<file path="src/rtl/sf_pkt_arbiter.sv">
// Round-robin packet arbiter feeding a store-and-forward FIFO.
// Grant is held for a whole header/body/last packet; counts packets and CRC errors.
module sf_pkt_arbiter #(
    parameter int NUM_REQ    = 4,
    parameter int DATA_WIDTH = 32
) (
    input  logic                          clk,
    input  logic                          rst_n,
    input  logic [NUM_REQ-1:0]            req_valid_i,
    input  logic [NUM_REQ*DATA_WIDTH-1:0] req_data_i,
    output logic [NUM_REQ-1:0]            req_ready_o,
    input  logic                          fifo_full_i,
    output logic                          fifo_wren_o,
    output logic [DATA_WIDTH-1:0]         fifo_wdata_o,
    output logic [NUM_REQ-1:0]            grant_o,
    output logic                          pkt_done_o,
    output logic [15:0]                   pkt_cnt_o,
    output logic [15:0]                   err_cnt_o
);
    localparam int IDX_W = (NUM_REQ > 1) ? $clog2(NUM_REQ) : 1;

    typedef enum logic {ARB, XFER} state_t;
    state_t state_q, state_d;

    logic [IDX_W-1:0]      gidx_q, last_q, sel_idx;
    logic [NUM_REQ-1:0]    grant_q, sel_onehot;
    logic                  sel_found;
    logic [3:0]            len_q;
    logic [4:0]            cnt_q;
    logic                  hdr_q;
    logic                  pkt_done_q;
    logic [15:0]           pkt_cnt_q, err_cnt_q;
    logic                  xfer, last_word;
    logic [DATA_WIDTH-1:0] cur_word;
    logic [DATA_WIDTH-1:0] words [NUM_REQ];

    for (genvar n = 0; n < NUM_REQ; n++) begin : g_unpack
        assign words[n] = req_data_i[n*DATA_WIDTH +: DATA_WIDTH];
    end

    // Round-robin search starting one past the previous owner.
    always_comb begin
        logic [IDX_W:0] idx;
        sel_found  = 1'b0;
        sel_idx    = '0;
        sel_onehot = '0;
        idx        = '0;
        for (int i = 1; i <= NUM_REQ; i++) begin
            idx = {1'b0, last_q} + (IDX_W+1)'(i);
            if (idx >= (IDX_W+1)'(NUM_REQ)) idx = idx - (IDX_W+1)'(NUM_REQ);
            if (!sel_found && req_valid_i[idx[IDX_W-1:0]]) begin
                sel_found = 1'b1;
                sel_idx   = idx[IDX_W-1:0];
            end
        end
        sel_onehot[sel_idx] = 1'b1;
    end

    // cnt_q is cleared on the header and counts words after it, so the
    // packet word index is cnt_q+1 once the header is in; last is index L+1.
    always_comb begin
        cur_word     = words[gidx_q];
        xfer         = (state_q == XFER) && req_valid_i[gidx_q] && !fifo_full_i;
        last_word    = xfer && hdr_q && (cnt_q == {1'b0, len_q});
        fifo_wren_o  = xfer;
        req_ready_o  = xfer ? grant_q : '0;
        fifo_wdata_o = (state_q == XFER) ? cur_word : '0;
    end

    always_comb begin
        state_d = state_q;
        case (state_q)
            ARB:     if (sel_found) state_d = XFER;
            XFER:    if (last_word) state_d = ARB;
            default: state_d = ARB;
        endcase
    end

    always_ff @(posedge clk or negedge rst_n) begin
        if (!rst_n) state_q <= ARB;
        else        state_q <= state_d;
    end

    always_ff @(posedge clk or negedge rst_n) begin
        if (!rst_n) begin
            grant_q    <= '0;
            gidx_q     <= '0;
            last_q     <= IDX_W'(NUM_REQ-1);
            len_q      <= '0;
            cnt_q      <= '0;
            hdr_q      <= 1'b0;
            pkt_done_q <= 1'b0;
            pkt_cnt_q  <= '0;
            err_cnt_q  <= '0;
        end else begin
            pkt_done_q <= last_word;
            if (state_q == ARB && sel_found) begin
                grant_q <= sel_onehot;
                gidx_q  <= sel_idx;
                hdr_q   <= 1'b0;
                cnt_q   <= '0;
            end
            if (xfer) begin
                if (!hdr_q) begin
                    hdr_q <= 1'b1;
                    len_q <= cur_word[31:28];
                    cnt_q <= '0;
                end else begin
                    cnt_q <= cnt_q + 5'd1;
                end
            end
            if (last_word) begin
                grant_q <= '0;
                last_q  <= gidx_q;
                hdr_q   <= 1'b0;
                cnt_q   <= '0;
                if (pkt_cnt_q != 16'hFFFF) pkt_cnt_q <= pkt_cnt_q + 16'd1;
                if (cur_word[31:24] != 8'h00 && err_cnt_q != 16'hFFFF)
                    err_cnt_q <= err_cnt_q + 16'd1;
            end
        end
    end

    assign grant_o    = grant_q;
    assign pkt_done_o = pkt_done_q;
    assign pkt_cnt_o  = pkt_cnt_q;
    assign err_cnt_o  = err_cnt_q;
endmodule

</file>
<file path="config.mk">
export PLATFORM = sky130hd
export DESIGN_NAME = sf_pkt_arbiter
export DESIGN_NICKNAME = d
export VERILOG_FILES = /design/src/rtl/sf_pkt_arbiter.sv
export SDC_FILE = /design/constraint.sdc
export NUM_CORES = 1
export LEC_CHECK = 0
export BUFFER_PORTS_ARGS = -buffer_cell sky130_fd_sc_hd__buf_4
export CORE_UTILIZATION = 35
export DETAILED_ROUTE_END_ITERATION = 10
export HOLD_SLACK_MARGIN = 0.06
export PLACE_DENSITY = 0.67
export SYNTH_ARGS = -nofsm -noshare
export SYNTH_HDL_FRONTEND = slang
export SYNTH_SLANG_ARGS = --single-unit
export TNS_END_PERCENT = 100
</file>
<file path="constraint.sdc">
create_clock -name clk -period 2.27 [get_ports clk]
set_input_delay 0.1135 -clock clk [delete_from_list [all_inputs] [get_ports clk]]
set_output_delay 0.1135 -clock clk [all_outputs]
set_load 0.1 [all_outputs]
</file>
; ---- Yosys cells after proc, flatten, opt, wreduce, memory -nomap -nowiden
; Cells that the tools add are included.
[op_classes]
addsub = 11
mul = 0
n_div = 0
order_cmp = 12
n_eq_ne = 3
shift = 0
muxes = 42
bitwise = 3
n_reduce_logical = 20
[ops]
columns = cell, count
row1 = 2-to-1 mux 32 bit, 3
row2 = binary-select mux 32 bit (select 2 bit), 1
row3 = adder 16 x 1 -> 16 bit (second input constant), 2
row4 = != test 16 bit (second input constant), 2
row5 = 2-to-1 mux 5 bit, 4
row6 = less-than comparator 2 x 3 -> 1 bit (second input constant), 6
row7 = 2-to-1 mux 1 bit, 16
row8 = 2-to-1 mux 2 bit, 8
row9 = >= comparator 3 bit (second input constant), 5
row10 = 2-to-1 mux 4 bit, 3
row11 = binary-select mux 1 bit (select 2 bit), 5
row12 = logical AND 1 bit, 10
row13 = nonzero test 8 bit, 1
row14 = subtractor 2 x 1 -> 2 bit (second input constant), 4
row15 = adder 2 x 2 -> 3 bit (second input constant), 2
row16 = AND reduction 2 bit, 3
row17 = adder 5 x 1 -> 5 bit (second input constant), 1
row18 = == test 5 x 4 -> 1 bit, 1
row19 = logical NOT 1 bit, 4
row20 = adder 2 x 1 -> 3 bit (second input constant), 1
row21 = adder 2 x 3 -> 3 bit (second input constant), 1
row22 = NOT 2 -> 3 bit, 1
row23 = nonzero test 3 bit, 1
row24 = demux 1 bit (select 2 bit), 1
row25 = other kinds (4), 5
[word_totals]
regBits = 52
latch_bits = 0
mem_bits_rw = 0
mem_bits_ro = 0
elab_cells = 101
mem_count = 0

; ---- Longest topological paths before layout
; Gate-level depths: netlist of the first run.
[logic_depth]
word_depth = 21
mapped_depth = 8
depth_no_buf = 6

; ---- Worst setup path after synthesis of the first run
; OpenSTA, ideal clock, no wires.
[synth_timing]
path_type = register to output
start = register gidx_q[0]
end = output req_ready_o[0]
t_arrival_ns = 2.920
required_ns = 2.156
path_slack_ns = -0.764
stages_incl_launch_ff = 7
path_cell_list = dfrtp_1 -> buf_6 -> buf_6 -> mux4_2 -> nor3b_2 -> clkbuf_1 -> and2_1
[synth_between]
elab_chain_len = 5
[synth_rtl]
columns = element, line
row1 = start: declaration, 25  ; logic [IDX_W-1:0] gidx_q, last_q, sel_idx;
row2 = start signal: assignment, 99  ; gidx_q <= sel_idx;
row3 = binary-select mux 1 bit (select 2 bit), 63  ; xfer = (state_q == XFER) && req_valid_i[gidx_q] && !fifo_full_i;
row4 = 2-to-1 mux 1 bit (implied by the code), 63
row5 = logical AND 1 bit (2 in series), 63
row6 = via fifo_wren_o, 13  ; output logic fifo_wren_o,
row7 = 2-to-1 mux 4 bit, 66  ; req_ready_o = xfer ? grant_q : '0;
row8 = end: declaration, 11  ; output logic [NUM_REQ-1:0] req_ready_o,
; The timed path passes the listed nets, and every way through them passes these cells. The select of a mux whose other input is x is not followed.

; ---- Worst setup path in the final report of the first run
[layout_timing]
start = register gidx_q[0]
end = register err_cnt_q[14] (netlist: err_cnt_o[14])
[layout_between]
elab_chain_len = 7
[layout_rtl]
columns = element, line
row1 = NOT 2 -> 3 bit (implied by the code) / binary-select mux 1 bit (select 2 bit) (equally long branches), "62, 63"
row2 = binary-select mux 32 bit (select 2 bit) / 2-to-1 mux 1 bit (equally long branches), "62, 63"
row3 = 2-to-1 mux 32 bit (implied by the code) / logical AND 1 bit (equally long branches) (2 in series), "62, 63"
row4 = nonzero test 8 bit / logical AND 1 bit (equally long branches), "118, 64"
row5 = "logical AND 1 bit, on equally long branches", "118, 64"
row6 = AND reduction 2 bit (no source line) *, -
row7 = end signal: assignment, 119  ; err_cnt_q <= err_cnt_q + 16'd1;
row8 = end: declaration, 32  ; logic [15:0] pkt_cnt_q, err_cnt_q;
; Every way passes the cells marked *; elsewhere a longest branch is shown, timed or not. The select of a mux whose other input is x is not followed.
; A chain may end at the register's enable or synchronous reset.

==> out/qor.txt, run 1 <==
outcome -> finished, final reports clean
CTS buffer count -> 5
simple-gate share of the synthesized area -> 26.9%
CP max stage delay -> 0.59 ns
DRT iter0 DRCs -> 160
Crit path arrival time -> 2.44 ns
WL per Instance -> 17.4 um
Area contributors post-synth -> dfrtp_1, mux4_2, xor2_1
Placed Cells -> 670
XOR/XNOR share of the synthesized area -> 8.34%
post-placement cell area -> 5600 um2
max cap viols -> 0
worst path cell trace -> buf_12 -> mux4_2 -> or4_4 -> nor2_8 -> buf_12 -> nor4_2 -> xor2_1
fin crit period -> 2.27 ns
fin util -> 55.1%
CP Launch Type -> register
core box area -> 10400 um2
syn avg cell area -> 11.5 um2
adder-cell share of the synthesized area -> 0.993%
area leader, netlist -> dfrtp_1
post-route DRC violation count -> 0
Worst path slowest cell -> or4_4
post-synth top area share -> 33.1%
P&R area growth vs syn -> 51.7%
Slew HR -> 55.9%
Hold Violations, Final -> 0
vias in the first global route -> 3705
Max VDD drop -> 1550 uV
proportion of synthesized chip area in sequential cells -> 34.5%
initial antenna violation count -> 1
Mapped Cells -> 330
flops & latches, synth -> 52
post-synthesis compound-gate area fraction -> 2.91%
commonest non-fill, non-tap cell in the layout -> buf_4
clock-pin slew on the worst setup and hold paths -> 0.09 ns
CP dominant cell by count -> buf_12
most frequent cells in the layout -> buf_4, mux4_2, dfrtp_1
DP HPWL -> 9760 um
layout cells sized above 1 -> 59.9%
post-route ant nets -> 0
crit-path max FO -> 14
Setup Skew -> 0.00752 ns
Sink Count -> 52
port buffer count -> 208
initial core utilization -> 36.3%
H-tree Lvls -> 2
RSZ-0062 raised after global routing -> true
combinational family with the most area after synthesis -> simple AND/OR/NAND/NOR gates
CTS tree -> done
critical path class -> reg2reg
FILL cells -> 947
ys flop type -> dfrtp_1
Ys Warns -> 0
Rows -> 37
CTS Root Buffer Type -> clkbuf_8
largest net degree at the start of global routing -> 53
ys async rst share -> 100%
post-layout instance count excluding filler cells -> 681
pwr/cell area -> 1400 nW/um2
period utilization -> 99.9%
Synth Cell Area -> 3780 um2
worst skew pair latency -> 0.30 ns
first-pass GRT wire length -> 18700 um
post-synth cell types -> 47
synthesized net count -> 468
remaining global-route overflow -> 0
Final setup viols -> 0
DR pass1 iterations -> 4
Max Clk Rate -> 0.441 GHz
drt via density -> 5.20
CTS Buffer Depth -> 2
worst hold path type -> in2reg
final count of pins violating max slew -> 0
crit end category -> register
Final nets -> 681
multiplexer share of the synthesized area -> 22.4%
Req. time, crit path -> 2.45 ns
total number of vias -> 3540
P_leak -> 2.71 nW
Die W -> 106 um
Fin Setup TNS -> 0 ns
multi-input logic area -> 2350 um2
routed wire length -> 11900 um
Post-synth EDFFs -> 0
design area -> 5730 um2
DIE HEIGHT -> 106 um
Worst Tran Pin Value -> 0.661 ns
Placer Congestion -> 0.934
die area -> 11200 um2
register area -> 1340 um2
total track usage -> 21.5%
I/O Pins -> 209
critical path: cells and delay by family, from the launching register on:
family                    cells  cell delay, ns
xor gates and xnor gates      1            0.15
buffers and inverters         2            0.29
DFF                           1            0.41
muxes                         1            0.50
and+or+nand+nor               3            0.80
stage by stage:
step           worst slack [ns]  power [W]  hold slack, ns
2_1_floorplan           0.00143    0.00614          -0.182
3_3_place_gp            -0.0208    0.00742           0.198
3_5_place_dp            -0.0573    0.00745           0.194
4_1_cts                -0.00491    0.00806           0.175
5_1_grt                 -0.0735    0.00836           0.170
6_report                0.00314    0.00801           0.190
metal layers:
metal / wire (um) / up-vias / global-route usage (%)
met5: 0 / - / 0
met4: 235 / 0 / 7.14
met3: 841 / 15 / 5.40
met2: 6450 / 146 / 40.3
met1: 4350 / 1735 / 23.3
li1: - / 1644 / -
logic make-up (layout without fill, tap and decap cells):
group | count (synthesis) | after routing
simple gates | 147 | 147
fa+ha+maj | 3 | 3
mux | 42 | 42
other cells | 0 | 1
buf+inv | 31 | 245
flops | 52 | 52
xor+xnor | 36 | 36
compound gates | 19 | 19
area by class of cell:
class | count | share of cell area, %
Clock buffer | 8 | 1.57
Antenna cell | 1 | 0.0436
Inverter | 9 | 0.589
Timing Repair Buffer | 228 | 30.5
Sequential cell | 52 | 23.3
Tap cell | 136 | 2.97
Multi-Input combinational cell | 247 | 41.0
cell usage after synthesis, types with 2 or more instances:
cell and count:
a21oi_1 7, mux2_1 7, o21ai_0 2, and3_1 3
buf_2 7, nor4_2 16, buf_1 2, nor4b_2 3
nand2b_1 4, or3_1 2, nor3_1 11, dfstp_2 2
mux4_2 33, dfrtp_1 50, or4_4 2, and2_1 38
buf_6 2, inv_1 9, or2_1 2, o21ai_1 4
xnor2_1 6, and4_1 5, ha_1 3, nor2_1 6
nor3b_1 2, nand4_1 9, nand2_1 24, xor2_1 30
clkbuf_1 10, nand3_1 12
registers in the layout, indices dropped and copies added (netlist names):
register    flops
gidx_q          2
hdr_q           1
last_q          2
len_q           4
pkt_cnt_o      16
grant_o         4
state_q         1
cnt_q           5
pkt_done_o      1
err_cnt_o      16
where the power goes:
| group | total (W) | internal (W) | switching (W) |
|---|---|---|---|
| sequential | 0.00134 | 0.00113 | 0.000214 |
| combinational | 0.00613 | 0.00180 | 0.00433 |
| clock | 0.000540 | 0.000249 | 0.000290 |
| total | 0.00801 | 0.00318 | 0.00483 |
worst paths after layout:
| check | startpoint | end | slack, ns | cells after the start |
|---|---|---|---|---|
| min in group asynchronous | rst_n | err_cnt_o[3] | 0.38 | 2 |
| max in group asynchronous | rst_n | pkt_cnt_o[4] | 1.38 | 2 |
| hold / removal | req_valid_i[0] | state_q | 0.19 | 3 |
| setup reg to reg | gidx_q[0] | err_cnt_o[14] | 0.003 | 7 |
| setup / recovery | gidx_q[0] | err_cnt_o[14] | 0.003 | 7 |
| hold reg to reg | pkt_cnt_o[13] | pkt_cnt_o[13] | 0.49 | 1 |
repair_timing:
item	in CTS	in global routing
endpoints found under the hold margin	50	0
resized for setup	1	1
pin swaps	1	2
hold buffers	1	0
setup endpoints to repair	31	17
setup buffers	1	0
Power figures use the tool's default switching activity.
==> inputs of run 2 (changes only) <==
CELL_PAD_IN_SITES_DETAIL_PLACEMENT = 1   (was default)
CELL_PAD_IN_SITES_GLOBAL_PLACEMENT = 1   (was default)
CORE_MARGIN = 1   (was default)
CORE_UTILIZATION = 30   (was 35)
PLACE_DENSITY = 0.76   (was 0.67)
==> out/qor.txt, run 2 (synthesis gave the netlist of run 1 again) <==
outcome -> complete, but fails checks
failing checks -> negative setup slack
r2r startpoint -> gidx_q[0]
Fin Setup TNS -> -0.337 ns (-0.337 ns)
hold path endpoint -> state_q
met2 usage -> 44.2% (+3.9 points)
design area -> 6080 um2 (+6.1%)
DP HPWL -> 12400 um (+27%)
routed wire length -> 15300 um (+29%)
Final setup viols -> 16 (+16)
Final nets -> 698 (+2.5%)
Sink Count -> 52 (unchanged)
DIE HEIGHT -> 114 um (+7.9%)
WL per Instance -> 21.0 um (+20%)
Die W -> 114 um (+7.9%)
r2r worst-path depth -> 7 (unchanged)
worst hold path stage count -> 3 (unchanged)
post-route setup slack -> -0.0394 ns (-0.0425 ns)
fin crit period -> 2.31 ns (+0.0425 ns)
core box area -> 12200 um2 (+17%)
Internal -> 0.00347 W (+9.1%)
most frequent cells in the layout -> buf_4, mux4_2, dfrtp_1
die area -> 13100 um2 (+16%)
P_leak -> 2.83 nW (+4.6%)
Clock Power Share -> 9.3% (+2.6 points)
CTS Buffer Depth -> 2 (unchanged)
worst hold path type -> in2reg
CTS Root Buffer Type -> clkbuf_16
RSZ-0062 raised after global routing -> true
total number of vias -> 3715 (+4.9%)
total track usage -> 23.5% (+2.0 points)
pwr/cell area -> 1410 nW/um2 (+0.67%)
Setup Skew -> 0.0103 ns (+0.00278 ns)
register share of total power -> 15.7% (-1.1 points)
CTS buffer count -> 5 (unchanged)
Slew HR -> 52.8% (-3.1 points)
max cap viols -> 0 (unchanged)
DRT iter0 DRCs -> 108 (-33%)
crit end category -> register
initial core utilization -> 31.1% (-5.2 points)
Placer Congestion -> 0.892 (-4.5%)
setup slack, reg-to-reg -> -0.04 ns (-0.04 ns)
clock-pin slew on the worst setup and hold paths -> 0.08 ns (about the same)
layout cells sized above 1 -> 62.0% (+2.1 points)
P_sw -> 0.00508 W (+5.3%)
Global Route met1 Usage -> 26.3% (+3.0 points)
period utilization -> 102% (+1.9 points)
post-route DRC violation count -> 0 (unchanged)
GR Util met3 -> 5.45% (+0.057 points)
post-route ant nets -> 0 (unchanged)
Rows -> 40 (+8.1%)
post-placement cell area -> 5680 um2 (+1.4%)
Sw Ratio -> 59.4% (-0.86 points)
gr busiest metal -> met2
pre-CTS setup slack -> -0.0554 ns (+0.00191 ns)
Req. time, crit path -> 2.45 ns (about the same)
crit-path max FO -> 7 (-7)
Crit path arrival time -> 2.49 ns (+0.05 ns)
P&R area growth vs syn -> 60.9%
final count of pins violating max slew -> 0 (unchanged)
drt via density -> 5.10 (-2.0%)
combinational power share -> 75.0% (-1.5 points)
critical path class -> reg2reg
H-tree Lvls -> 2 (unchanged)
first-pass GRT wire length -> 22700 um (+21%)
DR pass1 iterations -> 6 (+2)
initial antenna violation count -> 0 (-1)
largest net degree at the start of global routing -> 53 (unchanged)
commonest non-fill, non-tap cell in the layout -> buf_4
endpoint of the worst register-to-register path -> err_cnt_o[10]
Max VDD drop -> 1410 uV (-9.3%)
Worst Tran Pin Value -> 0.708 ns (+0.0467 ns)
Hold Violations, Final -> 0 (unchanged)
vias in the first global route -> 4016 (+8.4%)
fin util -> 50.0% (-5.0 points)
Max Clk Rate -> 0.433 GHz (-1.8%)
port buffer count -> 208 (unchanged)
CP Launch Type -> register
worst skew pair latency -> 0.30 ns (about the same)
CTS tree -> done
remaining global-route overflow -> 0 (unchanged)
min-delay src -> req_valid_i[0]
# diodes -> 0 (-1)
I/O Pins -> 209 (unchanged)
run 2: layer usage:
metal | part of all wire [%] | vias up
met3 | 5.9 | 17
met5 | 0 | -
met2 | 54 | 142
li1 | - | 1678
met1 | 38 | 1878
met4 | 2.1 | 0
run 2: power groups by stage:
stage	logic (W)	clock network, W	registers (W)
after floorplan	0.00433	0	0.00181
after global placement	0.00617	0	0.00137
after detailed placement	0.00624	0	0.00138
after CTS	0.00635	0.000811	0.00134
after global routing	0.00665	0.000848	0.00138
final	0.00641	0.000799	0.00134
run 2: cell type report:
cell class | count | area, um2
well taps | 168 | 210
multi-input cells | 247 | 2420
inverters | 9 | 33.8
fillers | 1351 | 6080
flip-flops and latches | 52 | 1340
repair buffers | 245 | 1920
clock buffers | 5 | 125
clock inverters | 3 | 27.5
run 2: critical path: stages (launching register included):
cell and delay, ns:
dfrtp_2 0.43, buf_4 0.13, mux4_2 0.50, or4_4 0.57, nor2_8 0.18, clkbuf_16 0.18, nor4_2 0.05, xor2_1 0.14
run 2: repair_timing:
action / CTS / global route
gates cloned: 0 / 2
endpoints found under the setup margin: 32 / 22
endpoints found under the hold margin: 50 / 0
pin swaps: 2 / 5
buffers inserted: 4 / 7
hold buffers: 1 / 0
gates resized for setup: 3 / 17
run 2: how the worst max path moves through the flow:
stage / from / endpoint / cells past startpoint
after global placement: gidx_q[0] / err_cnt_o[4] / 6
final: gidx_q[0] / err_cnt_o[10] / 7
after detailed placement: gidx_q[0] / err_cnt_o[14] / 6
after floorplan: err_cnt_o[2] / err_cnt_o[12] / 6
after global routing: gidx_q[0] / err_cnt_o[14] / 7
after CTS: gidx_q[0] / err_cnt_o[14] / 7
run 2: per-stage QoR:
stage	power [W]	hold slack (ns)	cells
after floorplan	0.00614	-0.182	330
after global placement	0.00754	0.191	707
after detailed placement	0.00762	0.206	707
after CTS	0.00850	0.195	720
after global routing	0.00887	0.227	729
final	0.00855	0.197	729
==> inputs of run 3 (changes only) <==
BUFFER_PORTS_ARGS = default   (was -buffer_cell sky130_fd_sc_hd__buf_4)
CORE_MARGIN = default   (was 1)
CORE_UTILIZATION = 35   (was 30)
DONT_BUFFER_PORTS = 1   (was default)
PLACE_DENSITY = 0.64   (was 0.76)
==> out/qor.txt, run 3 (synthesis gave the netlist of run 1 again) <==
commonest non-fill, non-tap cell in the layout -> buf_4
CTS Buffer Depth -> 2 (unchanged)
port buffer count -> 0 (-100%)
Final nets -> 556 (-20%)
crit end category -> register
final count of pins violating max slew -> 0 (unchanged)
Rows -> 37 (-7.5%)
Sink Count -> 52 (unchanged)
crit-path max FO -> 7 (unchanged)
clock-pin slew on the worst setup and hold paths -> 0.11 ns (+0.03 ns)
critical path class -> reg2reg
DIE HEIGHT -> 106 um (-7.3%)
WL per Instance -> 21.4 um (+1.9%)
Req. time, crit path -> 2.47 ns (+0.02 ns)
total track usage -> 21.5% (-2.0 points)
fin util -> 52.0% (+2.0 points)
post-route DRC violation count -> 0 (unchanged)
P_sw -> 0.00513 W (+0.90%)
post-route setup slack -> -0.0457 ns (-0.00635 ns)
P_leak -> 2.32 nW (-18%)
max cap viols -> 0 (unchanged)
worst skew pair latency -> 0.31 ns (about the same)
Max VDD drop -> 1370 uV (-2.4%)
WP buf/inv -> 2 (unchanged)
Die W -> 106 um (-7.3%)
routed wire length -> 11900 um (-22%)
H-tree Lvls -> 2 (unchanged)
Sw Ratio -> 55.9% (-3.6 points)
register share of total power -> 14.2% (-1.5 points)
I/O Pins -> 209 (unchanged)
outcome -> complete, but fails checks
Final setup viols -> 15 (-1)
post-route ant nets -> 0 (unchanged)
total number of vias -> 3111 (-16%)
core box area -> 10400 um2 (-14%)
CTS buffer count -> 5 (unchanged)
CTS Root Buffer Type -> clkbuf_8
period utilization -> 102% (+0.28 points)
first-pass GRT wire length -> 18800 um (-17%)
Max Clk Rate -> 0.432 GHz (-0.27%)
layout cells sized above 1 -> 48.9% (-13 points)
worst hold path type -> in2reg
Hold Violations, Final -> 0 (unchanged)
min-delay src -> req_valid_i[2]
failing checks -> negative setup slack
DP HPWL -> 9340 um (-25%)
largest net degree at the start of global routing -> 53 (unchanged)
CP Launch Type -> register
Worst path slowest cell -> or4_4
# diodes -> 0 (unchanged)
Slew HR -> 42.2% (-11 points)
combinational power share -> 79.6% (+4.6 points)
pwr/cell area -> 1700 nW/um2 (+21%)
DR pass1 iterations -> 4 (-2)
FILL cells -> 1095 (-19%)
Placer Congestion -> 0.864 (-3.2%)
Clock Power Share -> 6.1% (-3.2 points)
Worst Tran Pin Value -> 0.868 ns (+0.160 ns)
r2r startpoint -> gidx_q[0]
P&R area growth vs syn -> 43.2%
RSZ-0062 raised after global routing -> true
fin crit period -> 2.32 ns (+0.00635 ns)
Internal -> 0.00405 W (+17%)
remaining global-route overflow -> 0 (unchanged)
CTS tree -> done
drt via density -> 5.61 (+10%)
die area -> 11200 um2 (-14%)
Crit path arrival time -> 2.51 ns (+0.02 ns)
CP max stage delay -> 0.59 ns (+0.02 ns)
initial core utilization -> 36.3% (+5.2 points)
delay-heaviest family, CP -> simple AND/OR/NAND/NOR gates
Critical Path Source -> gidx_q[0]
worst path cell trace -> buf_6 -> mux4_2 -> or4_4 -> nor2_8 -> clkbuf_16 -> nor4_2 -> xor2_1
initial antenna violation count -> 0 (unchanged)
post-placement cell area -> 5040 um2 (-11%)
DRT iter0 DRCs -> 117 (+8.3%)
Setup Skew -> 0.0147 ns (+0.00441 ns)
most frequent cells in the layout -> buf_4, buf_12, mux4_2
design area -> 5420 um2 (-11%)
vias in the first global route -> 3472 (-14%)
run 3: changes by cell type in the layout (fill, tap and decap cells not counted), sizes merged:
| cell | previous run | this run |
|---|---|---|
| dlygate4sd3 | 1 | 3 |
| clkinvlp | 1 | 0 |
| buf | 242 | 98 |
| clkinv | 1 | 2 |
run 3: routing by layer:
layer	routed length, um	global-route usage [%]
met1	4510	25.2
met2	6330	38.7
met3	827	6.13
met4	205	4.56
met5	0	0
run 3: worst paths after layout:
| path | end | cells past startpoint | slack (ns) |
|---|---|---|---|
| min reg2reg | err_cnt_o[6] | 1 | 0.52 |
| min | gidx_q[1] | 4 | 0.12 |
| max | err_cnt_o[12] | 7 | -0.05 |
| max in group asynchronous | last_q[1] | 2 | 1.66 |
| max reg2reg | err_cnt_o[12] | 7 | -0.05 |
| min in group asynchronous | err_cnt_o[8] | 2 | 0.30 |
run 3: power groups by stage:
stage / Sequential [W] / Combinational, W / Clock (W)
after global placement: 0.00135 / 0.00699 / 0
after CTS: 0.00130 / 0.00725 / 0.000582
after detailed placement: 0.00136 / 0.00709 / 0
after floorplan: 0.00181 / 0.00433 / 0
after global routing: 0.00134 / 0.00757 / 0.000616
final: 0.00131 / 0.00731 / 0.000562
run 3: stage by stage:
step | setup slack [ns] | total power (W) | setup TNS (ns) | hold WS (ns) | instances
final | -0.0457 | 0.00918 | -0.447 | 0.121 | 555
after floorplan | 0.00143 | 0.00614 | 0 | -0.182 | 330
after CTS | -0.00718 | 0.00913 | -0.0149 | 0.106 | 550
after global routing | -0.0956 | 0.00952 | -1.79 | 0.127 | 555
after global placement | -0.0420 | 0.00834 | -0.485 | -0.181 | 531
after detailed placement | -0.0949 | 0.00844 | -1.27 | -0.181 | 531
run 3: area by class of cell:
class / count / area [um2] / area share, %
clock buffers: 5 / 68.8 / 1.27
clock inverters: 3 / 22.5 / 0.416
inverters: 9 / 33.8 / 0.624
multi-input cells: 247 / 2400 / 44.4
flip-flops and latches: 52 / 1340 / 24.7
well taps: 136 / 170 / 3.14
repair buffers: 103 / 1380 / 25.5
run 3: worst min-delay path, cell delays in order:
cell and delay, ns:
nor2_1 0.07, a21oi_1 0.09, nand2_1 0.08, nand2_1 0.04
run 3: timing repair:
action                                  in CTS  in global routing
pin swaps                                    2                  5
buffers inserted                             7                  3
endpoints found under the setup margin      44                 49
hold buffers                                 4                  0
resized for setup                            7                 16
hold endpoints to repair                    53                  0
cloned                                       0                  2
